`config.mk`:
```
export PLATFORM = sky130hd
export DESIGN_NAME = alu_sched_flat
export DESIGN_NICKNAME = d
export VERILOG_FILES = /design/src/rtl/alu_pkg.sv /design/src/rtl/alu_sched_if.sv /design/src/rtl/rr_arb2.sv /design/src/rtl/alu_sched.sv /design/src/flat_wrapper.sv
export SDC_FILE = /design/constraint.sdc
export NUM_CORES = 1
export LEC_CHECK = 0
export BUFFER_PORTS_ARGS = -buffer_cell sky130_fd_sc_hd__buf_2
export CAP_MARGIN = 30
export CORE_AREA = 10 10 61 63
export DETAILED_ROUTE_END_ITERATION = 16
export DIE_AREA = 0 0 71 73
export PLACE_DENSITY = 0.82
export SETUP_SLACK_MARGIN = 0.4
export SLEW_MARGIN = 15
export SYNTH_ARGS = -nofsm -noshare
export SYNTH_HDL_FRONTEND = slang
export SYNTH_SLANG_ARGS = --single-unit
```
`constraint.sdc`:
```
create_clock -name ck -period 1.4 [get_ports ck]
set_input_delay 0.21 -clock ck [delete_from_list [all_inputs] [get_ports ck]]
set_output_delay 0.21 -clock ck [all_outputs]
set_load 0.005 [all_outputs]
```
`src/rtl/alu_pkg.sv`:
```
// rtl/alu_pkg.sv - widths, alu opcodes and the issue-stage record shared by the alu scheduler
package alu_pkg;
  localparam int DATA_W = 8;
  localparam int OP_W   = 4;

  localparam logic [OP_W-1:0] OP_ADD    = 4'b0000;
  localparam logic [OP_W-1:0] OP_SUB    = 4'b0001;
  localparam logic [OP_W-1:0] OP_AND    = 4'b1000;
  localparam logic [OP_W-1:0] OP_OR     = 4'b1001;
  localparam logic [OP_W-1:0] OP_XOR    = 4'b1010;
  localparam logic [OP_W-1:0] OP_NOTA   = 4'b1011;
  localparam logic [OP_W-1:0] OP_SHR    = 4'b1100;
  localparam logic [OP_W-1:0] OP_SHL    = 4'b1101;
  localparam logic [OP_W-1:0] OP_ROTR   = 4'b1110;
  localparam logic [OP_W-1:0] OP_ROTL   = 4'b1111;
  // Undefined alu code: the alu keeps O unchanged while this is applied.
  localparam logic [OP_W-1:0] BUBBLE_OP = 4'b0111;

  typedef struct packed {
    logic v;
    logic id;
    logic legal;
  } stage_t;

  function automatic logic op_legal(input logic [OP_W-1:0] op);
    case (op)
      OP_ADD, OP_SUB, OP_AND, OP_OR, OP_XOR,
      OP_NOTA, OP_SHR, OP_SHL, OP_ROTR, OP_ROTL: op_legal = 1'b1;
      default:                                   op_legal = 1'b0;
    endcase
  endfunction
endpackage

```
`src/rtl/alu_sched_if.sv`:
```
// rtl/alu_sched_if.sv - request/response handshakes of the two alu requesters
interface alu_sched_if;
  import alu_pkg::*;

  logic              req0_valid;
  logic              req0_ready;
  logic [DATA_W-1:0] req0_a;
  logic [DATA_W-1:0] req0_b;
  logic [OP_W-1:0]   req0_op;
  logic              resp0_valid;
  logic [DATA_W-1:0] resp0_data;
  logic              resp0_err;

  logic              req1_valid;
  logic              req1_ready;
  logic [DATA_W-1:0] req1_a;
  logic [DATA_W-1:0] req1_b;
  logic [OP_W-1:0]   req1_op;
  logic              resp1_valid;
  logic [DATA_W-1:0] resp1_data;
  logic              resp1_err;

  modport master (
    output req0_valid, req0_a, req0_b, req0_op,
    output req1_valid, req1_a, req1_b, req1_op,
    input  req0_ready, resp0_valid, resp0_data, resp0_err,
    input  req1_ready, resp1_valid, resp1_data, resp1_err
  );

  modport slave (
    input  req0_valid, req0_a, req0_b, req0_op,
    input  req1_valid, req1_a, req1_b, req1_op,
    output req0_ready, resp0_valid, resp0_data, resp0_err,
    output req1_ready, resp1_valid, resp1_data, resp1_err
  );
endinterface

```
`src/rtl/rr_arb2.sv`:
```
// rtl/rr_arb2.sv - two-way round-robin arbiter; the pointer moves to the other side after a grant
module rr_arb2 (
  input  logic       ck,
  input  logic       rst,
  input  logic [1:0] valid,
  output logic [1:0] grant
);
  logic rr_ptr;

  always_comb begin
    grant = 2'b00;
    if (!rst) begin
      if (valid == 2'b11) grant = rr_ptr ? 2'b10 : 2'b01;
      else                grant = valid;
    end
  end

  always_ff @(posedge ck or posedge rst) begin
    if (rst)          rr_ptr <= 1'b0;
    else if (|grant)  rr_ptr <= grant[0];
  end
endmodule

```
`src/rtl/alu_sched.sv`:
```
// rtl/alu_sched.sv - shares one alu between two requesters: arbitration, 2-stage issue, result steering
module alu_sched
  import alu_pkg::*;
(
  input  logic              ck,
  input  logic              rst,
  alu_sched_if.slave        bus,
  output logic [DATA_W-1:0] alu_a,
  output logic [DATA_W-1:0] alu_b,
  output logic [OP_W-1:0]   alu_ctr,
  input  logic [DATA_W-1:0] alu_o,
  output logic              busy
);
  logic [1:0]      valid;
  logic [1:0]      grant;
  logic [OP_W-1:0] sel_op;
  logic            sel_legal;
  stage_t          s1;
  stage_t          s2;

  assign valid = {bus.req1_valid, bus.req0_valid};

  rr_arb2 u_arb (
    .ck    (ck),
    .rst   (rst),
    .valid (valid),
    .grant (grant)
  );

  assign bus.req0_ready = grant[0];
  assign bus.req1_ready = grant[1];

  // Operands go out in the grant cycle; the opcode follows one edge later.
  always_comb begin
    alu_a  = '0;
    alu_b  = '0;
    sel_op = BUBBLE_OP;
    if (grant[0]) begin
      alu_a  = bus.req0_a;
      alu_b  = bus.req0_b;
      sel_op = bus.req0_op;
    end else if (grant[1]) begin
      alu_a  = bus.req1_a;
      alu_b  = bus.req1_b;
      sel_op = bus.req1_op;
    end
  end

  assign sel_legal = op_legal(sel_op);

  always_ff @(posedge ck or posedge rst) begin
    if (rst) begin
      s1      <= '0;
      s2      <= '0;
      alu_ctr <= BUBBLE_OP;
    end else begin
      s1.v     <= |grant;
      s1.id    <= grant[1];
      s1.legal <= sel_legal;
      alu_ctr  <= (|grant && sel_legal) ? sel_op : BUBBLE_OP;
      s2       <= s1;
    end
  end

  assign busy = s1.v | s2.v;

  // Illegal ops took a slot but the alu saw a bubble, so their data is forced to zero.
  assign bus.resp0_valid = s2.v & ~s2.id;
  assign bus.resp1_valid = s2.v &  s2.id;
  assign bus.resp0_err   = bus.resp0_valid & ~s2.legal;
  assign bus.resp1_err   = bus.resp1_valid & ~s2.legal;
  assign bus.resp0_data  = (bus.resp0_valid && s2.legal) ? alu_o : '0;
  assign bus.resp1_data  = (bus.resp1_valid && s2.legal) ? alu_o : '0;
endmodule

```
`src/flat_wrapper.sv`:
```
// flat-port wrapper written by rule: the top's interface ports become plain ports
module alu_sched_flat import alu_pkg::*;
  (ck, rst, alu_a, alu_b, alu_ctr, alu_o, busy, bus_req0_valid, bus_req0_a, bus_req0_b, bus_req0_op, bus_req1_valid, bus_req1_a, bus_req1_b, bus_req1_op, bus_req0_ready, bus_resp0_valid, bus_resp0_data, bus_resp0_err, bus_req1_ready, bus_resp1_valid, bus_resp1_data, bus_resp1_err);
  alu_sched_if bus_i ();
  input  logic ck;
  input  logic rst;
  output logic [DATA_W-1:0] alu_a;
  output logic [DATA_W-1:0] alu_b;
  output logic [OP_W-1:0] alu_ctr;
  input  logic [DATA_W-1:0] alu_o;
  output logic busy;
  input wire logic [$bits(bus_i.req0_valid)-1:0] bus_req0_valid;
  input wire logic [$bits(bus_i.req0_a)-1:0] bus_req0_a;
  input wire logic [$bits(bus_i.req0_b)-1:0] bus_req0_b;
  input wire logic [$bits(bus_i.req0_op)-1:0] bus_req0_op;
  input wire logic [$bits(bus_i.req1_valid)-1:0] bus_req1_valid;
  input wire logic [$bits(bus_i.req1_a)-1:0] bus_req1_a;
  input wire logic [$bits(bus_i.req1_b)-1:0] bus_req1_b;
  input wire logic [$bits(bus_i.req1_op)-1:0] bus_req1_op;
  output wire logic [$bits(bus_i.req0_ready)-1:0] bus_req0_ready;
  output wire logic [$bits(bus_i.resp0_valid)-1:0] bus_resp0_valid;
  output wire logic [$bits(bus_i.resp0_data)-1:0] bus_resp0_data;
  output wire logic [$bits(bus_i.resp0_err)-1:0] bus_resp0_err;
  output wire logic [$bits(bus_i.req1_ready)-1:0] bus_req1_ready;
  output wire logic [$bits(bus_i.resp1_valid)-1:0] bus_resp1_valid;
  output wire logic [$bits(bus_i.resp1_data)-1:0] bus_resp1_data;
  output wire logic [$bits(bus_i.resp1_err)-1:0] bus_resp1_err;
  assign bus_i.req0_valid = bus_req0_valid;
  assign bus_i.req0_a = bus_req0_a;
  assign bus_i.req0_b = bus_req0_b;
  assign bus_i.req0_op = bus_req0_op;
  assign bus_i.req1_valid = bus_req1_valid;
  assign bus_i.req1_a = bus_req1_a;
  assign bus_i.req1_b = bus_req1_b;
  assign bus_i.req1_op = bus_req1_op;
  assign bus_req0_ready = bus_i.req0_ready;
  assign bus_resp0_valid = bus_i.resp0_valid;
  assign bus_resp0_data = bus_i.resp0_data;
  assign bus_resp0_err = bus_i.resp0_err;
  assign bus_req1_ready = bus_i.req1_ready;
  assign bus_resp1_valid = bus_i.resp1_valid;
  assign bus_resp1_data = bus_i.resp1_data;
  assign bus_resp1_err = bus_i.resp1_err;
  alu_sched u_core (.ck(ck), .rst(rst), .bus(bus_i), .alu_a(alu_a), .alu_b(alu_b), .alu_ctr(alu_ctr), .alu_o(alu_o), .busy(busy));
endmodule
```
==> reports/metrics.csv <==
metric,value,unit
cp.required,1.19,ns
grt_setup_unrepaired,true,
cp_max_fo,18,
synth_nets,130,
post_drt_wl_per_cell,16.83,µm
clkPwrFrac,21.0,%
p_seq_share,37.2,%
ant_nets,0,
antenna_found_initial,0,
gp_routability_congestion,0.7864,
clockBufferDepth,2,
synth_top_area_share,25.64,%
max-cap-violations,0,
path_class,reg -> out,
route.detailed.drc,0,
clkLatencyLatePin,0.26,ns
power_density,584.5,mW/mm²
ir_worst_vdd,484.6,µV
die_w,71,µm
worst_slew_pin_slew,0.3268,ns
post-route-min-period,1.686,ns
port_buffers,94,
arrival,1.48,ns
hpwlAfterDp,2.778,mm
route.vias.total,1048,
fin_skew,0.001113,ns
layout.nets,234,
ff2ff_setup_slack,0.02,ns
overflow,0,
drt-total-wl,3.567,mm
p_leak,0.8696,nW
final_max_slew_viol_count,0,
r2r_cells,6,
grt_util_all_layers,12.36,%
cts.sinks,11,
syn-cell-area,780.7,µm²
grt_pass1_wl,5.230,mm
num_antenna_cells,0,
syn_to_final_growth,111.4,%
slowest_stage,dfrtp_1,
ctsHtreeMaxLevel,1,
p_int,0.6841,mW
start_kind,register,
setup_viol,19,
hold_path_class,in -> async,
synthTopCellsByArea,"dfrtp_1 (26%), a22o_1 (18%), dfstp_2 (10%), and2_1 (9.6%), and3_1 (7.2%)",
crit_chain,"nor2b_2, nand2b_4, nor2_4, buf_12, a22o_1, buf_2",
coreArea,0.002615,mm²
switchingPower,0.2804,mW
yosysUniqueCellTypes,24,
rows,19,
max_freq,0.5930,GHz
synthCells,78,
first_pass_iters,4,
slew_headroom,78.21,%
syn_avg_cell_area,10.01,µm²
yosysTopAreaCell,dfrtp_1,
drt-initial-drc-count,17,
grt_max_degree,19,
fin_crit_sh,120.5,%
fin_ws,-0.2864,ns
crit_path_end_kind,output port,
drive_gt1_share,79.56,%
status,"finished, violations left",
p_comb_share,41.8,%
cts-root-buf,clkbuf_4,
synth-seq-cells,11,
die_h,73,µm
fin_tns_setup,-4.612,ns
vias_per_cell,4.943,
p_sw_share,29.07,%
hold_viol_final,0,
fin_util,63.11,%
start_util,29.86,%
cts_tree,yes,
violations,setup timing,
io_pins,95,
seq_area_frac_synth,35.74,%
path_clk_slew,0.06,ns
yosysWarningCount,0,
dieArea,0.005183,mm²
cts_buffers,3,
grt_pass1_vias,1135,
slowest_delay,0.42,ns
-- synthesized netlist by cell type --
cell,instances
nand2_1,1
a21o_1,1
dfrtp_1,8
and2_1,12
and3_1,9
nor2b_2,1
nor2b_1,3
clkbuf_1,2
inv_1,3
nand2b_4,1
a22o_1,16
nor2_1,2
o32ai_1,2
dfstp_2,3
o32ai_4,1
nor2_4,2
buf_2,1
a21bo_4,1
o211ai_1,1
o21ai_0,3
o21ai_1,1
buf_6,2
or2_2,1
o22ai_1,1
-- kinds of logic after synthesis --
logic type             after synthesis  share of synthesized area (%)
AND/OR/NAND/NOR                     32                          27.24
buffers and inverters                8                          5.929
AO/OA/AOI/OAI                       27                          31.09
flip-flops                          11                          35.74
-- worst paths after layout --
check                                       to                 from
min reg2reg                       u_core.s2[1]         u_core.s1[1]
max reg2reg                  u_core.alu_ctr[0]  u_core.u_arb.rr_ptr
max                                   alu_b[2]  u_core.u_arb.rr_ptr
max in group asynchronous    u_core.alu_ctr[0]                  rst
min in group ck                   u_core.s1[2]       bus_req0_valid
min                        u_core.u_arb.rr_ptr                  rst
-- registers in the layout, indices dropped and copies added (netlist names) --
register / cells
u_core.alu_ctr: 4
u_core.s1: 3
u_core.s2: 3
u_core.u_arb.rr_ptr: 1
-- layer usage --
layer  routed length (µm)  vias up  global-route usage (%)
li1                     -      496                       -
met1                 1227      474                   11.16
met2                 1856       72                   22.26
met3                  452        6                   8.299
met4                   29        0                   3.226
met5                    0        -                       0
-- critical path: cells and delay by family (launching register included) --
kind	cells	cell delay, ns
flops	1	0.42
simple gates	3	0.34
buf+inv	2	0.28
compound gates	1	0.18
-- per-stage QoR --
step | std cells | power, mW | cell area, µm² | setup WS (ns) | hold WS (ns)
2_1_floorplan | 78 | 0.5167 | 837.1 | 0.1152 | 0.1677
3_3_place_gp | 204 | 0.6844 | 1371 | 0.02187 | 0.3315
3_5_place_dp | 204 | 0.6880 | 1371 | 0.006635 | 0.3356
4_1_cts | 211 | 0.9494 | 1578 | -0.2893 | 0.1039
5_1_grt | 212 | 1.035 | 1650 | -0.3701 | 0.1255
6_report | 212 | 0.9646 | 1650 | -0.2864 | 0.1180
-- repair_timing --
| item | 4_1_cts | 5_1_grt |
|---|---|---|
| pin swaps | 24 | 5 |
| gates resized for setup | 33 | 12 |
| endpoints found under the setup margin | 48 | 49 |
| gates cloned | 1 | 0 |
| hold buffers | 0 | 0 |
| setup buffers | 2 | 1 |
-- area by class of cell --
cell class / count / area, µm²
sequential: 11 / 281.5
fill: 211 / 964.7
timing repair buffer: 103 / 695.7
tap: 31 / 38.79
multi-input combinational: 60 / 593.1
inverter: 3 / 15.01
clock buffer: 4 / 26.28
-- cells in the final DEF (no fill, tap or decap), types with 2 or more instances in the layout --
cell type | netlist | final
a22o_1 | 16 | 16
and2_1 | 12 | 2
and2_4 | 0 | 10
and3_4 | 0 | 9
buf_12 | 0 | 2
buf_2 | 1 | 74
buf_4 | 0 | 5
buf_6 | 2 | 22
clkbuf_4 | 0 | 3
dfrtp_1 | 8 | 6
dfrtp_2 | 0 | 2
dfstp_2 | 3 | 3
inv_1 | 3 | 2
nor2_1 | 2 | 2
nor2_4 | 2 | 2
nor2b_1 | 3 | 2
nor2b_4 | 0 | 2
o21ai_0 | 3 | 2
o32ai_4 | 1 | 3
-- power groups by stage --
stage | Clock, mW | Sequential (mW) | Combinational, mW
6_report | 0.202 | 0.359 | 0.404
5_1_grt | 0.237 | 0.361 | 0.437
4_1_cts | 0.213 | 0.357 | 0.379
3_5_place_dp | 0 | 0.358 | 0.330
3_3_place_gp | 0 | 0.357 | 0.327
2_1_floorplan | 0 | 0.357 | 0.160
Power figures use the tool's default switching activity.
